===== src/rtl/alu_pipe.sv =====
// alu_pipe: valid/ready ALU with single-cycle logic/arith ops
// and an iterative shift-add multiplier; registered result/flags.
module alu_pipe #(
  parameter int WIDTH  = 4,
  parameter bit ACC_EN = 1'b1
) (
  input  logic               clk,
  input  logic               rst_n,
  input  logic               in_valid,
  output logic               in_ready,
  input  logic [WIDTH-1:0]   a,
  input  logic [WIDTH-1:0]   b,
  input  logic [2:0]         opcode,
  input  logic               acc_sel,
  output logic               out_valid,
  input  logic               out_ready,
  output logic [2*WIDTH-1:0] result,
  output logic [3:0]         flags,
  output logic               busy
);

  localparam int RW = 2 * WIDTH;
  localparam int SW = $clog2(WIDTH);
  localparam int CW = $clog2(WIDTH);

  localparam logic [2:0] OP_ADD = 3'b000;
  localparam logic [2:0] OP_SUB = 3'b001;
  localparam logic [2:0] OP_AND = 3'b010;
  localparam logic [2:0] OP_OR  = 3'b011;
  localparam logic [2:0] OP_XOR = 3'b100;
  localparam logic [2:0] OP_SHL = 3'b101;
  localparam logic [2:0] OP_MUL = 3'b110;
  localparam logic [2:0] OP_CLR = 3'b111;

  typedef enum logic {
    IDLE,
    MUL
  } state_t;

  state_t           state;
  logic [WIDTH-1:0] acc;
  logic [RW-1:0]    mcand;
  logic [WIDTH-1:0] mplier;
  logic [RW-1:0]    prod;
  logic [CW-1:0]    cnt;

  logic [WIDTH-1:0] x;
  logic             take_in;
  logic             take_out;
  logic             mul_last;
  logic             load;
  logic [RW-1:0]    prod_nxt;

  logic [WIDTH:0]   sum;
  logic [WIDTH:0]   diff;
  logic [RW-1:0]    alu_res;
  logic             alu_c;
  logic             alu_v;
  logic [RW-1:0]    res_d;
  logic [3:0]       flg_d;

  assign x        = (ACC_EN && acc_sel) ? acc : a;
  assign in_ready = (state == IDLE) && (!out_valid || out_ready);
  assign take_in  = in_valid && in_ready;
  assign take_out = out_valid && out_ready;
  assign busy     = (state == MUL);
  assign mul_last = (state == MUL) && (cnt == CW'(WIDTH - 1));
  assign load     = (take_in && (opcode != OP_MUL)) || mul_last;

  assign prod_nxt = prod + (mplier[0] ? mcand : '0);

  assign sum  = {1'b0, x} + {1'b0, b};
  assign diff = {1'b0, x} - {1'b0, b};

  always_comb begin
    alu_res = '0;
    alu_c   = 1'b0;
    alu_v   = 1'b0;
    unique case (opcode)
      OP_ADD: begin
        alu_res = RW'(sum);
        alu_c   = sum[WIDTH];
        alu_v   = (x[WIDTH-1] == b[WIDTH-1]) &&
                  (sum[WIDTH-1] != x[WIDTH-1]);
      end
      OP_SUB: begin
        // bit WIDTH of the widened difference is the borrow
        alu_res = RW'(diff);
        alu_c   = diff[WIDTH];
        alu_v   = (x[WIDTH-1] != b[WIDTH-1]) &&
                  (diff[WIDTH-1] != x[WIDTH-1]);
      end
      OP_AND: alu_res = RW'(x & b);
      OP_OR:  alu_res = RW'(x | b);
      OP_XOR: alu_res = RW'(x ^ b);
      OP_SHL: begin
        alu_res = RW'(x) << b[SW-1:0];
        alu_c   = |alu_res[RW-1:WIDTH];
      end
      OP_CLR: alu_res = ACC_EN ? RW'(acc) : '0;
      default: alu_res = '0;
    endcase
  end

  always_comb begin
    res_d = alu_res;
    flg_d = {alu_res[WIDTH-1], alu_res == '0, alu_c, alu_v};
    if (state == MUL) begin
      res_d = prod_nxt;
      flg_d = {1'b0, prod_nxt == '0,
               |prod_nxt[RW-1:WIDTH], 1'b0};
    end
  end

  always_ff @(posedge clk or negedge rst_n) begin
    if (!rst_n) begin
      state     <= IDLE;
      acc       <= '0;
      mcand     <= '0;
      mplier    <= '0;
      prod      <= '0;
      cnt       <= '0;
      result    <= '0;
      flags     <= '0;
      out_valid <= 1'b0;
    end else begin
      unique case (state)
        IDLE: begin
          if (take_in && (opcode == OP_MUL)) begin
            state  <= MUL;
            mcand  <= RW'(x);
            mplier <= b;
            prod   <= '0;
            cnt    <= '0;
          end
        end
        MUL: begin
          prod   <= prod_nxt;
          mcand  <= mcand << 1;
          mplier <= mplier >> 1;
          cnt    <= cnt + CW'(1);
          if (mul_last) state <= IDLE;
        end
        default: state <= IDLE;
      endcase

      if (load) begin
        result    <= res_d;
        flags     <= flg_d;
        out_valid <= 1'b1;
        if ((state == IDLE) && (opcode == OP_CLR))
          acc <= '0;
        else
          acc <= res_d[WIDTH-1:0];
      end else if (take_out) begin
        out_valid <= 1'b0;
      end
    end
  end

endmodule


===== config.mk =====
export PLATFORM = sky130hd
export DESIGN_NAME = alu_pipe
export DESIGN_NICKNAME = d
export VERILOG_FILES = /design/src/rtl/alu_pipe.sv
export SDC_FILE = /design/constraint.sdc
export NUM_CORES = 1
export LEC_CHECK = 0
export CAP_MARGIN = 15
export CORE_MARGIN = 2
export CORE_UTILIZATION = 55
export DETAILED_ROUTE_END_ITERATION = 8
export GPL_TIMING_DRIVEN = 0
export PLACE_DENSITY_LB_ADDON = 0.1
export SLEW_MARGIN = 20
export SYNTH_ARGS = -nofsm -noshare
export SYNTH_HDL_FRONTEND = slang
export SYNTH_SLANG_ARGS = --single-unit

===== constraint.sdc =====
create_clock -name clk -period 8.75 [get_ports clk]
set_input_delay 2.1875 -clock clk [delete_from_list [all_inputs] [get_ports clk]]
set_output_delay 2.1875 -clock clk [all_outputs]
set_load 0.02 [all_outputs]

==> metrics.md, run 1 <==
| Metric | Value |
|---|---|
| Status | finished, final reports clean |
| Htree depth | 2 |
| Ratio of cells with drive above 1 in the final layout | 0.103 |
| Remaining global-route overflow | 0 |
| Cells after Synth | 332 |
| Dpl cells | 432 |
| Total CTS buffers | 5 |
| Hold Path Class | reg -> reg |
| Sw Share | 0.440 |
| Vias in the first global route | 2445 |
| Initial Util | 0.577 |
| Crit path required time | 8.97 ns |
| Post-CTS Setup Inserts | 0 |
| WL final | 7.23 mm |
| Most frequent cell after synthesis | nand2_1 |
| Crit path arrival time | 5.92 ns |
| Fillers | around 420 |
| Seq pwr share | 0.296 |
| GPL Wtd Cong | between 0.9 and 1 |
| Critical path class | in -> reg |
| Fin crit share | 0.651 |
| Hold Crit Endpoint | result[7]$_DFFE_PN0P_ |
| Slew Limit Headroom | 0.611 |
| Synth unique cells | 64 |
| WHS | 0.485 ns |
| Area share of the largest cell type after synthesis | 0.335 |
| Ys async rst share | 1.00 |
| Fmax | about 180 MHz |
| Syn_area_per_cell | 9.00 sq um |
| Post-synth EDFFs | 0 |
| Final setup viols | 0 |
| First-pass GRT wire length | approximately 12 mm |
| Area leader, netlist | dfrtp_1 |
| HPWL Detailed | between 5 and 6 mm |
| Total Nets Final | 409 |
| Ys Warns | 0 |
| Finished Core Util | 0.676 |
| Final hold vios | 0 |
| Die height | about 78 um |
| Leakage | 1.59 nW |
| Synth Register Bits | 40 |
| Most common cell on crit path | a31oi_1 |
| Hold Path Depth | 2 |
| Max-cap violation count | 0 |
| Startpoint types | input port |
| Max clock buf depth | 2 |
| VDD IR max | between 0.2 and 0.25 mV |
| Hold path startpoint | result[7]$_DFFE_PN0P_ |
| Setup TNS | 0 ns |
| Critical path peak fanout | 10 |
| Multi-input gate area | between 1500 and 2000 sq um |
| Wirelength per Cell | 16.4 um |
| PostCTS Resize Cnt | 0 |
| Clk_skew | 0.00562 ns |
| DRT antenna net count | 0 |
| Nature of the critical path endpoint | flop |
| CTS Hold Bufs | 0 |
| Cell Rows | 26 |
| R2R cell count | 10 |
| Final Instance Count excl. Fillers | 440 |
| Crit path largest cell delay | 0.53 ns |
| Sequential cell area | around 1000 sq um |
| 1st-iter DRT viols | 200 |
| Count of antenna diodes in the layout | 0 |
| PwrDens | between 300 and 400 nW/um^2 |
| # IOs | 31 |
| Slew @ Worst Pin | 0.568 ns |
| Overall routing resource usage | 0.259 |
| Port bufs | 29 |
| Drt drc | 0 |
| Period minus WS final | 5.69 ns |
| Post-synth top cells | nand2_1 (53), dfrtp_1 (40), o21ai_0 (30), nor2_1 (26), ha_1 (21) |
| Switch Pwr | 0.488 mW |
| Placeable Area | 5170 sq um |
| TritonCTS clock tree | done |
| R2R Setup Slk | 5.24 ns |
| Die W | slightly below 80 um |
| Worst-skew pair later-pin latency | roughly 0.3 ns |
| Via density | 5.83 |
| Slowest library cell on the worst path | clkdlybuf4s50_1 |
| Max-slew violations | 0 |
| Initial antenna violation count | 0 |
| Root Driver | clkbuf_8 |
| Clock Sinks | 40 |
| Ys flop type | dfrtp_1 |
| Critical path cell sequence | clkdlybuf4s50_1 -> buf_6 -> mux2i_1 -> inv_1 -> ha_1 -> fa_1 -> or2_0 -> a31oi_1 -> nand4_1 -> or3b_2 -> or4_1 -> a31oi_1 |
| Gate power share | 0.568 |
| RSZ-0062 raised after global routing | false |
| Syn Nets | 372 |
| Synthesized area | 2990 sq um |
| Cell Int Power | 0.620 mW |
| Reg clk slew, reported paths | 0.08 ns |
| Drt first pass iters | 5 |
| Layout area overhead | 17.0% |
| Total power | 1.11 mW |
| Routed vias | 2566 |
| Largest cells by area after synthesis | dfrtp_1 (34%), ha_1 (8.8%), nand2_1 (6.7%), o21ai_0 (5.0%), nor2_1 (3.3%) |
| Part of the power in the clock network | 0.135 |
| Worst R2R End | flags[2]$_DFFE_PN0P_ |
| Die area | between 6000 and 7000 sq um |
| Largest net degree at the start of global routing | 24 |
| Seq/Total Area, Yosys | 0.335 |
| Worst reg2reg startpoint | acc[0]$_DFFE_PN0P_ |
## logic make-up (layout without fill, tap and decap cells)
kind of cell	Yosys count	count (layout)	synth area share
AO/OA/AOI/OAI	81	81	0.176
XOR/XNOR	11	11	0.0323
adder cells (fa/ha/maj)	24	24	0.108
buffers and inverters	33	71	0.0687
flip-flops	40	40	0.335
multiplexers	13	13	0.0628
AND/OR/NAND/NOR	130	130	0.217
## worst max-delay path, delay by kind of cell
| kind | cells | cell delay [ns] |
|---|---|---|
| simple gates | 4 | 1.30 |
| buf+inv | 3 | 0.85 |
| fa+ha+maj | 2 | 0.70 |
| mux | 1 | 0.50 |
| compound gates | 2 | 0.39 |
## layout by cell type (no fill, tap or decap), types with 2 or more instances in the layout
cell type,Yosys,routed
mux2i_1,9,9
or3b_2,2,2
a21o_1,3,3
o2111ai_1,3,3
mux4_2,2,2
clkbuf_1,8,9
ha_1,21,21
o21ai_0,30,30
a21oi_1,10,10
nand2_1,53,53
o22ai_1,4,4
a211oi_1,3,3
inv_1,12,12
o31ai_1,2,2
xnor2_1,7,7
nor2_1,26,26
a31oi_1,6,6
buf_4,2,2
nand3_1,8,8
nand2b_1,4,4
dfrtp_1,40,40
nor2b_1,3,3
or2b_2,2,2
and2_1,8,8
xor2_1,4,4
buf_2,1,2
fa_1,3,3
buf_6,3,3
nor3_1,4,4
o211ai_1,4,4
nand4_1,3,3
clkbuf_8,5,10
mux4_1,2,2
a221oi_1,3,3
or4_1,2,2
clkdlybuf4s50_1,0,28
or3_2,2,2
## layer usage
layer  track usage  part of all wire
met1         0.391              0.50
met2         0.396              0.45
met3        0.0395             0.049
met4        0.0482            0.0068
met5             0                 0
## flip-flops by register name, indices dropped and copies added, names as in the netlist
register and count:
mplier 4, out_valid 1, cnt 2, acc 4
prod 8, mcand 8, flags 4, busy 1
result 8
## metrics by stage
stage	cell area [sq um]	setup slack (ns)
after global placement	3360	2.89
after detailed placement	3390	2.81
after floorplan	2990	3.85
after global routing	3490	2.94
final	3490	3.06
after CTS	3490	3.10
## how the worst max path moves through the flow
| stage | endpoint | from |
|---|---|---|
| global placement | flags[2]$_DFFE_PN0P_ | acc_sel |
| global route | flags[2]$_DFFE_PN0P_ | acc_sel |
| CTS | flags[2]$_DFFE_PN0P_ | acc_sel |
| detailed placement | flags[2]$_DFFE_PN0P_ | acc_sel |
| finish | flags[2]$_DFFE_PN0P_ | acc_sel |
| floorplan | flags[2]$_DFFE_PN0P_ | acc_sel |
## final cells by class
class	instances	area share
multi-input cells	259	0.509
clock buffers	6	0.0208
repair buffers	30	0.0895
plain buffers	20	0.0448
well taps	70	0.0251
flip-flops and latches	40	0.286
clock inverters	2	0.0100
inverters	13	0.0140
## power by group through the flow
stage	logic (mW)	clock network, mW	registers, mW
after floorplan	0.409	0	0.350
after global placement	0.614	0	0.329
after detailed placement	0.626	0	0.332
after CTS	0.630	0.151	0.328
after global routing	0.707	0.159	0.340
final	0.630	0.150	0.328
No activity file was read; power rests on OpenSTA's default activity.
==> run 2, diff against run 1 <==
--- a/config.mk
+++ b/config.mk
@@ -7,7 +7,7 @@
 export LEC_CHECK = 0
 export CAP_MARGIN = 15
 export CORE_MARGIN = 2
-export CORE_UTILIZATION = 55
+export CORE_UTILIZATION = 52
 export DETAILED_ROUTE_END_ITERATION = 8
 export GPL_TIMING_DRIVEN = 0
 export PLACE_DENSITY_LB_ADDON = 0.1
==> constraint.sdc (replaced) <==
create_clock -name clk -period 5.06 [get_ports clk]
set_input_delay 1.265 -clock clk [delete_from_list [all_inputs] [get_ports clk]]
set_output_delay 1.265 -clock clk [all_outputs]
set_load 0.02 [all_outputs]
==> metrics.md, run 2 (same netlist as run 1, synthesis figures left out) <==
| Metric | Value |
|---|---|
| Slew @ Worst Pin | 0.539 ns (was 0.568 ns) |
| Total CTS buffers | 5 (unchanged) |
| Max-slew violations | 0 (unchanged) |
| Seq pwr share | 0.292 (was 0.296) |
| VDD IR max | 0.290 mV (was 0.228 mV) |
| Final setup viols | 0 (unchanged) |
| Remaining global-route overflow | 0 (unchanged) |
| Most common cell after layout, fill and taps aside | nand2_1 (unchanged) |
| Biggest regs | mcand: 8 flops, prod: 8 flops, result: 8 flops (unchanged) |
| HPWL Detailed | 5.61 mm (was 5.53 mm) |
| CP bufs+invs | 3 (unchanged) |
| Die height | 79.8 um (was 77.7 um) |
| Placeable Area | 5540 sq um (was 5170 sq um) |
| Setup TNS | 0 ns (unchanged) |
| Cell Rows | 27 (was 26) |
| R2R Setup Slk | 1.61 ns (was 5.24 ns) |
| Crit path largest cell delay | 0.51 ns (was 0.53 ns) |
| Wirelength per Cell | 16.8 um (was 16.4 um) |
| Routed vias | 2564 (was 2566) |
| Ratio of cells with drive above 1 in the final layout | 0.105 (was 0.103) |
| Critical path cell sequence | clkdlybuf4s50_1 -> buf_6 -> mux2i_1 -> inv_1 -> ha_1 -> fa_1 -> or2_0 -> a31oi_1 -> nand4_1 -> or3b_2 -> or4_1 -> a31oi_1 (unchanged) |
| Htree depth | 2 (unchanged) |
| Max-cap violation count | 0 (unchanged) |
| Slowest library cell on the worst path | clkdlybuf4s50_1 (unchanged) |
| Fmax | 213 MHz |
| Part of the power in the clock network | 0.141 (was 0.135) |
| Die area | 6370 sq um (was 6040 sq um) |
| RSZ-0062 raised after global routing | false (unchanged) |
| Crit path arrival time | 4.93 ns (was 5.92 ns) |
| Worst-skew pair later-pin latency | 0.30 ns (about the same) |
| Crit path required time | 5.28 ns (was 8.97 ns) |
| Sw Share | 0.447 (was 0.440) |
| Post-CTS Setup Inserts | 0 (unchanged) |
| Final hold vios | 0 (unchanged) |
| Initial antenna violation count | 0 (unchanged) |
| 1st-iter DRT viols | 209 (was 200) |
| WL final | 7.45 mm (was 7.23 mm) |
| Crit-path leading delay family | simple AND/OR/NAND/NOR gates (unchanged) |
| Period minus WS final | 4.70 ns |
| Critical path peak fanout | 10 (unchanged) |
| Port bufs | 29 (unchanged) |
| # IOs | 31 (unchanged) |
| TritonCTS clock tree | done (unchanged) |
| DRT antenna net count | 0 (unchanged) |
| Design Area, Final | 3500 sq um (was 3490 sq um) |
| Max clock buf depth | 2 (unchanged) |
| Most common cell on crit path | a31oi_1 (unchanged) |
| Nature of the critical path endpoint | flop (unchanged) |
| PostCTS Resize Cnt | 0 (unchanged) |
| Gate power share | 0.567 (was 0.568) |
| Cell Int Power | 1.07 mW (was 0.620 mW) |
| CTS Hold Bufs | 0 (unchanged) |
| Dpl cells | 434 (was 432) |
| Count of antenna diodes in the layout | 0 (unchanged) |
| Root Driver | clkbuf_8 (unchanged) |
| Largest net degree at the start of global routing | 22 (was 24) |
| Fillers | 492 (was 419) |
| Startpoint types | input port (unchanged) |
| GPL Wtd Cong | 0.910 (was 0.909) |
| Total Nets Final | 409 (unchanged) |
| PwrDens | 555 nW/um^2 (was 317 nW/um^2) |
| Drt drc | 0 (unchanged) |
| Critical path class | in -> reg (unchanged) |
| Vias in the first global route | 2499 (was 2445) |
| Status | finished, final reports clean (unchanged) |
| Dpl cell area | 3390 sq um (about the same) |
| Drt first pass iters | 6 (was 5) |
| Clk_skew | 0.00821 ns (was 0.00562 ns) |
| Via density | 5.80 (was 5.83) |
| Initial Util | 0.539 (was 0.577) |
| Die W | 79.8 um (was 77.7 um) |
| WHS | 0.484 ns (was 0.485 ns) |
| First-pass GRT wire length | 12.3 mm (about the same) |
| Overall routing resource usage | 0.252 (was 0.259) |
| Most frequent cells in the layout | nand2_1 (53), dfrtp_1 (40), o21ai_0 (30), clkdlybuf4s50_1 (28), nor2_1 (26) (unchanged) |
| Final Instance Count excl. Fillers | 442 (was 440) |
| Switch Pwr | 0.869 mW (was 0.488 mW) |
| Hold Path Class | reg -> reg (unchanged) |
| Leakage | 1.59 nW (about the same) |
| Slew Limit Headroom | 0.630 (was 0.611) |
| Fin crit share | 0.930 |
| Reg clk slew, reported paths | 0.08 ns (about the same) |
| Clock Sinks | 40 (unchanged) |
| Layout area overhead | 17.3% (was 17.0%) |
[run 2: cell count changes in the layout (fill, tap and decap cells not counted)]
cell	delta
clkbuf_1	-1
clkinvlp_4	+1
clkinv_2	-1
inv_6	+1
[run 2: routing by layer]
layer | routed length, um | up-vias | share of wire | GRT usage
met3 | 340 | 5 | 0.046 | 0.0373
met5 | 0 | - | 0 | 0
li1 | - | 1250 | - | -
met4 | 61 | 0 | 0.0082 | 0.0458
met2 | 3430 | 67 | 0.46 | 0.401
met1 | 3620 | 1242 | 0.49 | 0.371
[run 2: area by class of cell]
cell class	instances	area, sq um	share of cell area
Multi-Input combinational cell	259	1780	0.508
Sequential cell	40	1000	0.286
Timing Repair Buffer	30	313	0.0893
Buffer	20	156	0.0446
Tap cell	72	90.1	0.0257
Clock buffer	5	68.8	0.0196
Inverter	13	48.8	0.0139
Clock inverter	3	46.3	0.0132
[run 2: power by group through the flow]
stage	Combinational, mW	Sequential (mW)	Clock [mW]
after floorplan	0.707	0.606	0
after global placement	1.07	0.569	0
after detailed placement	1.09	0.576	0
after CTS	1.09	0.570	0.280
after global routing	1.24	0.588	0.289
final	1.10	0.569	0.274
[run 2: through the flow]
stage	util	power, mW	worst slack [ns]
after floorplan	-	1.31	1.08
after global placement	0.608	1.64	0.113
after detailed placement	0.612	1.66	0.110
after CTS	0.633	1.94	0.394
after global routing	0.633	2.12	0.126
final	0.633	1.94	0.355
[run 2: path summary, 6_finish.rpt]
path / startpoint / end / cells after the start
worst max-delay path: acc_sel / flags[2]$_DFFE_PN0P_ / 12
worst min-delay path: result[3]$_DFFE_PN0P_ / result[3]$_DFFE_PN0P_ / 2
worst max register to register: acc[0]$_DFFE_PN0P_ / flags[2]$_DFFE_PN0P_ / 10
worst min register to register: result[3]$_DFFE_PN0P_ / result[3]$_DFFE_PN0P_ / 2
max in group asynchronous: rst_n / prod[3]$_DFFE_PN0P_ / 2
min in group asynchronous: rst_n / acc[3]$_DFFE_PN0P_ / 1
[run 2: worst min-delay path, stage by stage, from the launching register on]
cell,delay [ns]
dfrtp_1,0.35
nand2_1,0.05
nand2_1,0.05
==> run 3, diff against run 2 <==
--- a/config.mk
+++ b/config.mk
@@ -10,6 +10,7 @@
 export CORE_UTILIZATION = 52
 export DETAILED_ROUTE_END_ITERATION = 8
 export GPL_TIMING_DRIVEN = 0
+export HOLD_SLACK_MARGIN = 0.03
 export PLACE_DENSITY_LB_ADDON = 0.1
 export SLEW_MARGIN = 20
 export SYNTH_ARGS = -nofsm -noshare
==> constraint.sdc (replaced) <==
create_clock -name clk -period 5.06 [get_ports clk]
set_input_delay 1.265 -clock clk [delete_from_list [all_inputs] [get_ports clk]]
set_output_delay 1.265 -clock clk [all_outputs]
set_load 0.05 [all_outputs]
==> results of run 3 <==
The final DEF is identical to that of run 2. Status: finished, final reports clean.
Main changes from that run: total power 1.94 mW -> 2.07 mW; worst IR drop on VDD 0.290 mV -> 0.329 mV
